==> src/rtl/llc_pipe_pkg.sv <==
// Shared definitions for the LLC pipeline buffering FIFOs: pointer/count
// width helpers, the generic entry template and the stage payload layouts.
package llc_pipe_pkg;

  // Reference configuration used by the stage payload typedefs
  localparam int LLC_FIFO_DEPTH = 4;
  localparam int LLC_DATA_WIDTH = 64;
  localparam int LLC_SET_BITS   = 8;

  // Pointer width: index bits plus one wrap bit; also wide enough for a count 0..depth
  function automatic int ptr_width(input int depth);
    return $clog2(depth) + 1;
  endfunction

  localparam int LLC_PTR_W = ptr_width(LLC_FIFO_DEPTH);
  localparam int LLC_CNT_W = LLC_PTR_W;

  // Generic FIFO entry: payload plus the set index it targets
  typedef struct packed {
    logic [LLC_DATA_WIDTH-1:0] data;
    logic [LLC_SET_BITS-1:0]   set_idx;
  } fifo_entry_t;

  typedef enum logic [1:0] {
    OP_READ  = 2'd0,
    OP_WRITE = 2'd1,
    OP_EVICT = 2'd2,
    OP_FILL  = 2'd3
  } llc_op_t;

  // decode -> read-set / read-mem payload (replaces fifo_mem_packet)
  typedef struct packed {
    llc_op_t     op;
    logic [45:0] tag;
    logic [15:0] req_id;
  } mem_packet_t;

  // lookup -> process payload (replaces fifo_mem_lookup_packet)
  typedef struct packed {
    llc_op_t     op;
    logic        hit;
    logic [2:0]  way;
    logic [41:0] tag;
    logic [15:0] req_id;
  } lookup_packet_t;

endpackage

==> src/rtl/llc_set_match.sv <==
// Set-hazard comparator: matches every valid stored set against probe_set
// and reports whether any matched plus how many did.
module llc_set_match
  import llc_pipe_pkg::*;
#(
  parameter int DEPTH    = 4,
  parameter int SET_BITS = 8,
  localparam int CNT_W   = ptr_width(DEPTH)
) (
  input  logic [DEPTH*SET_BITS-1:0] entry_sets,
  input  logic [DEPTH-1:0]          entry_valid,
  input  logic [SET_BITS-1:0]       probe_set,
  output logic                      hit,
  output logic [CNT_W-1:0]          count
);

  localparam logic [CNT_W-1:0] CNT_ONE = {{(CNT_W-1){1'b0}}, 1'b1};

  // Population count of valid entries whose set equals probe_set
  always_comb begin
    count = {CNT_W{1'b0}};
    for (int i = 0; i < DEPTH; i++) begin
      if (entry_valid[i] && (entry_sets[i*SET_BITS +: SET_BITS] == probe_set)) begin
        count = count + CNT_ONE;
      end else begin
        count = count;
      end
    end
    hit = (count != {CNT_W{1'b0}});
  end

endmodule

==> src/rtl/llc_pipe_fifo.sv <==
// Set-aware valid/ready FIFO between LLC pipeline stages. Circular buffer
// with wrap-bit pointers, per-entry valid bits, synchronous flush and a
// combinational set-hazard probe for the input decoder.
// Optional feature macro: LLC_PIPE_FIFO_BYPASS_EN (fall-through when empty).
module llc_pipe_fifo
  import llc_pipe_pkg::*;
#(
  parameter int DATA_WIDTH = 64,
  parameter int DEPTH      = 4,
  parameter int SET_BITS   = 8,
  localparam int PTR_W     = ptr_width(DEPTH)
) (
  input  logic                  clk,
  input  logic                  rst,
  input  logic                  flush,
  input  logic                  push_valid,
  output logic                  push_ready,
  input  logic [DATA_WIDTH-1:0] push_data,
  input  logic [SET_BITS-1:0]   push_set,
  output logic                  pop_valid,
  input  logic                  pop_ready,
  output logic [DATA_WIDTH-1:0] pop_data,
  output logic [SET_BITS-1:0]   pop_set,
  output logic [PTR_W-1:0]      usage,
  output logic                  full,
  output logic                  empty,
  input  logic [SET_BITS-1:0]   probe_set,
  output logic                  probe_hit,
  output logic [PTR_W-1:0]      probe_count
);

  localparam int IDX_W = PTR_W - 1;
  localparam logic [PTR_W-1:0] PTR_ONE  = {{(PTR_W-1){1'b0}}, 1'b1};
  localparam logic [PTR_W-1:0] FULL_XOR = {1'b1, {(PTR_W-1){1'b0}}};
  localparam logic [DEPTH-1:0] ONE_HOT0 = {{(DEPTH-1){1'b0}}, 1'b1};

  logic [DATA_WIDTH-1:0]     mem_data [DEPTH];
  logic [SET_BITS-1:0]       mem_set  [DEPTH];
  logic [DEPTH-1:0]          valid;
  logic [PTR_W-1:0]          wr_ptr;
  logic [PTR_W-1:0]          rd_ptr;
  logic [IDX_W-1:0]          wr_idx;
  logic [IDX_W-1:0]          rd_idx;
  logic                      byp;
  logic                      push_fire;
  logic                      pop_fire;
  logic                      wr_en;
  logic                      rd_en;
  logic [DEPTH-1:0]          wr_mask;
  logic [DEPTH-1:0]          rd_mask;
  logic [DEPTH*SET_BITS-1:0] set_flat;

  // Occupancy status derived from the registered pointers
  always_comb begin
    usage      = wr_ptr - rd_ptr;
    empty      = (wr_ptr == rd_ptr);
    full       = ((wr_ptr ^ rd_ptr) == FULL_XOR);
    push_ready = !full && !flush;
    wr_idx     = wr_ptr[IDX_W-1:0];
    rd_idx     = rd_ptr[IDX_W-1:0];
  end

  // Head presentation, optional fall-through, and handshake decode
  always_comb begin
`ifdef LLC_PIPE_FIFO_BYPASS_EN
    byp       = empty && push_valid && !flush;
    pop_valid = !empty || byp;
    if (byp) begin
      pop_data = push_data;
      pop_set  = push_set;
    end else begin
      pop_data = mem_data[rd_idx];
      pop_set  = mem_set[rd_idx];
    end
`else
    byp       = 1'b0;
    pop_valid = !empty;
    pop_data  = mem_data[rd_idx];
    pop_set   = mem_set[rd_idx];
`endif
    push_fire = push_valid && push_ready;
    pop_fire  = pop_valid && pop_ready && !flush;
    // A fall-through entry taken in the same cycle never lands in storage
    wr_en     = push_fire && !(byp && pop_ready);
    rd_en     = pop_fire && !empty;
    wr_mask   = wr_en ? (ONE_HOT0 << wr_idx) : {DEPTH{1'b0}};
    rd_mask   = rd_en ? (ONE_HOT0 << rd_idx) : {DEPTH{1'b0}};
  end

  // Pointer and per-entry valid-bit state; flush wins over push and pop
  always_ff @(posedge clk or negedge rst) begin
    if (!rst) begin
      wr_ptr <= {PTR_W{1'b0}};
      rd_ptr <= {PTR_W{1'b0}};
      valid  <= {DEPTH{1'b0}};
    end else if (flush) begin
      wr_ptr <= {PTR_W{1'b0}};
      rd_ptr <= {PTR_W{1'b0}};
      valid  <= {DEPTH{1'b0}};
    end else begin
      if (wr_en) begin
        wr_ptr <= wr_ptr + PTR_ONE;
      end
      if (rd_en) begin
        rd_ptr <= rd_ptr + PTR_ONE;
      end
      valid <= (valid & ~rd_mask) | wr_mask;
    end
  end

  // Entry storage; cleared on reset so the head reads zero out of reset
  always_ff @(posedge clk or negedge rst) begin
    if (!rst) begin
      for (int i = 0; i < DEPTH; i++) begin
        mem_data[i] <= {DATA_WIDTH{1'b0}};
        mem_set[i]  <= {SET_BITS{1'b0}};
      end
    end else if (wr_en) begin
      mem_data[wr_idx] <= push_data;
      mem_set[wr_idx]  <= push_set;
    end
  end

  // Flatten stored sets for the hazard comparator
  always_comb begin
    set_flat = {(DEPTH*SET_BITS){1'b0}};
    for (int i = 0; i < DEPTH; i++) begin
      set_flat[i*SET_BITS +: SET_BITS] = mem_set[i];
    end
  end

  llc_set_match #(
    .DEPTH    (DEPTH),
    .SET_BITS (SET_BITS)
  ) u_set_match (
    .entry_sets  (set_flat),
    .entry_valid (valid),
    .probe_set   (probe_set),
    .hit         (probe_hit),
    .count       (probe_count)
  );

endmodule

==> config.mk <==
export PLATFORM = sky130hd
export DESIGN_NAME = llc_pipe_fifo
export DESIGN_NICKNAME = d
export VERILOG_FILES = /design/src/rtl/llc_pipe_pkg.sv /design/src/rtl/llc_set_match.sv /design/src/rtl/llc_pipe_fifo.sv
export SDC_FILE = /design/constraint.sdc
export NUM_CORES = 1
export LEC_CHECK = 0
export CELL_PAD_IN_SITES_DETAIL_PLACEMENT = 1
export CELL_PAD_IN_SITES_GLOBAL_PLACEMENT = 1
export CORE_ASPECT_RATIO = 0.6
export CORE_MARGIN = 4
export CORE_UTILIZATION = 28
export CTS_CLUSTER_DIAMETER = 200
export CTS_CLUSTER_SIZE = 12
export DETAILED_ROUTE_END_ITERATION = 16
export PLACE_DENSITY = 0.63
export SYNTH_ARGS = -nofsm -noshare
export SYNTH_HDL_FRONTEND = slang
export SYNTH_SLANG_ARGS = --single-unit
==> constraint.sdc <==
create_clock -name clk -period 4.3 [get_ports clk]
set_clock_uncertainty 0.05 [all_clocks]
set_input_delay 0.43 -clock clk [delete_from_list [all_inputs] [get_ports clk]]
set_output_delay 0.43 -clock clk [all_outputs]
set_load 0.1 [all_outputs]
==> results.yml <==
clock_network:
  cts_tree: "yes"
  cts.sinks: 298
  ctsLongestPathBuffers: 3
  htreeDepth: 1
  clk_pin_slew_worst_paths_ns: 0.08
  cts_made_buffers: 28
  cts_root_buffer: "clkbuf_16"
  clock_latency_ns: 0.55
routing:
  final_antenna_net_count: 0
  totalWireLength_mm: 34.19
  routedWlPerCell_um: 20.66
  routed_via_density: 4.677
  drc: 0
  drtIter0Drc: 278
  drtPass1Iterations: 4
  vias: 7741
layout:
  final_nets: 1114
  syn_to_final_growth_pct: 22.70
  final_common_cell: "dfrtp_1"
  mostFrequentLayoutCells: "296 x dfrtp_1, 289 x mux2_2, 116 x clkdlybuf4s50_1, 72 x mux4_2, 70 x buf_4"
  final_util_pct: 34.92
  diodes: 0
  final_cell_area_um2: 16790
  drive_gt1_share_pct: 47.98
power_and_ir_drop:
  power.leakage_nw: 7.118
  vdd_drop_max_mv: 0.4636
  powerDensity_nw_per_um2: 735.3
placement:
  post-place-ws_ns: -0.04505
  dp_hpwl_mm: 22.15
  dpl_cell_area_um2: 15990
  place.gp.congestion: 0.6901
  portBuffers: 167
timing:
  rsz0062_at_grt: "false"
  max_freq_mhz: 240.8
  fin_hold_ws_ns: 0.4495
  fin_crit_sh_pct: 96.59
  worst_slew_pin_slew_ns: 1.061
  setup_violations: 0
  max_slew_margin_pct: 29.07
  fin_crit_ns: 4.153
  maxSlewViolCount: 0
  hold_viol_final: 0
  fin_ws_ns: 0.1467
global_route:
  grt_pass1_wl_mm: 53.45
  grt_max_degree: 125
  grtUsageTotal_pct: 12.97
  overflow: 0
  grt_antenna_before_repair: 0
  grt_pass1_vias: 8721
setup_path:
  crit_fanout: 2
  reg2reg_slack_ns: 1.13
  arrival_ns: 3.67
  crit_required_ns: 3.82
  worstSetupStartpointType: "register"
  worstSetupEndpointType: "output port"
  critPathKind: "reg -> out"
synth:
  syn_area_per_cell_um2: 16.41
  synth_fp_nets: 935
  yosysUniqueCellTypes: 32
  seq_area_frac_synth_pct: 54.48
  yosysWarnings: 0
  syn_inst: 834
  ys_seq_elements: 298
  syn_area_um2: 13690
hold_path:
  min_path_type: "reg -> reg"
floorplan:
  chipHeight_um: 179.3
  dieArea_um2: 52600
  rows: 62
  io_pins: 168
  dieWidth_um: 293.4
  coreArea_um2: 48100
  initial_core_util_pct: 28.46
outcome:
  outcome: "finished clean"
run:
  cap_viol_max_count: 0
-- worst max-delay path, stage by stage (launching register included) --
cell	delay, ns
dfrtp_1	0.42
xnor2_1	0.18
nand4_1	0.12
nor4_2	0.22
and3_1	0.23
inv_1	0.07
ha_1	0.30
xor2_1	0.19
ha_1	0.32
nor2_1	0.11
or4b_4	0.47
mux2i_2	0.19
mux2i_2	0.12
buf_12	0.18
-- per-layer routing --
layer | part of all wire, % | GRT usage, %
met5 | 0 | 0
met3 | 3.7 | 2.513
met4 | 1.3 | 1.966
met1 | 49 | 18.33
met2 | 46 | 21.26
-- final timing paths --
| path | startpoint | to | cells past startpoint |
|---|---|---|---|
| worst min-delay path | mem_data[16] | mem_data[16] | 1 |
| worst max register to register | rd_ptr[1] | mem_data[137] | 7 |
| worst min register to register | mem_data[16] | mem_data[16] | 1 |
| max in group asynchronous | rst | mem_data[161] | 3 |
| min in group asynchronous | rst | mem_set[14] | 2 |
| worst max-delay path | mem_set[30] | probe_hit | 13 |
-- synth_stat cells --
cell / number / area, µm²
a21oi_1: 5 / 25.02
a32o_1: 1 / 10.01
and3_1: 1 / 6.260
buf_1: 6 / 22.52
buf_2: 9 / 45.04
buf_4: 2 / 15.01
buf_6: 27 / 304.0
clkbuf_1: 3 / 11.26
clkbuf_2: 2 / 10.01
dfrtp_1: 298 / 7457
fa_1: 1 / 20.02
ha_1: 15 / 187.7
inv_1: 12 / 45.04
mux2_2: 289 / 3254
mux2i_1: 4 / 40.04
mux4_2: 72 / 1622
nand2_1: 11 / 41.29
nand2_2: 3 / 18.77
nand3_1: 11 / 55.05
nand4_1: 4 / 25.02
nor2_1: 7 / 26.28
nor3_1: 1 / 5.000
nor3_4: 1 / 16.27
nor4_1: 2 / 12.51
o211a_1: 1 / 10.01
o21ai_0: 2 / 10.01
o311ai_0: 1 / 8.760
o31ai_1: 2 / 15.01
or4b_2: 1 / 10.01
xnor2_1: 29 / 254.0
xnor2_2: 1 / 16.27
xor2_1: 10 / 87.58
-- power by group --
group / leakage [nW] / switching (mW) / internal (mW)
Clock: 0.361 / 1.05 / 1.17
Sequential: 3.68 / 0.572 / 3.77
Combinational: 3.08 / 3.77 / 2.01
-- stage by stage --
| stage | cells | TNS (ns) | power [mW] |
|---|---|---|---|
| after global routing | 1655 | 0 | 12.97 |
| after floorplan | 834 | 0 | 8.968 |
| after global placement | 1619 | 0 | 10.11 |
| final | 1655 | 0 | 12.35 |
| after CTS | 1654 | 0 | 12.56 |
| after detailed placement | 1619 | -0.04505 | 10.22 |
-- sequential cells by signal, indices dropped and copies added (netlist names) --
signal / count
mem_set: 32
valid: 4
wr_ptr: 3
rd_ptr: 3
mem_data: 256
-- repair_timing --
action,in CTS,in global routing
hold buffers,1,0
setup endpoints to repair,1,1
pin swaps,5,3
resized for setup,3,3
gates cloned,0,0
setup buffers,2,1
hold endpoints to repair,101,0
-- kinds of logic (layout without fill, tap and decap cells) --
group | count (synthesis) | in the layout | share of synthesized area (%)
xor+xnor | 40 | 40 | 2.614
flops | 298 | 298 | 54.48
mux | 365 | 365 | 35.92
compound gates | 12 | 12 | 0.5759
simple gates | 42 | 42 | 1.582
buf+inv | 61 | 242 | 3.309
fa+ha+maj | 16 | 16 | 1.518
-- layout make-up --
| cell class | instances | area (µm²) |
|---|---|---|
| repair buffers | 198 | 1912 |
| clock buffers | 31 | 721.9 |
| multi-input cells | 475 | 5833 |
| fillers | 4948 | 31300 |
| clock inverters | 1 | 16.27 |
| flip-flops and latches | 298 | 7465 |
| well taps | 640 | 800.8 |
| inverters | 12 | 45.04 |
(Power assumes the default switching activity.)
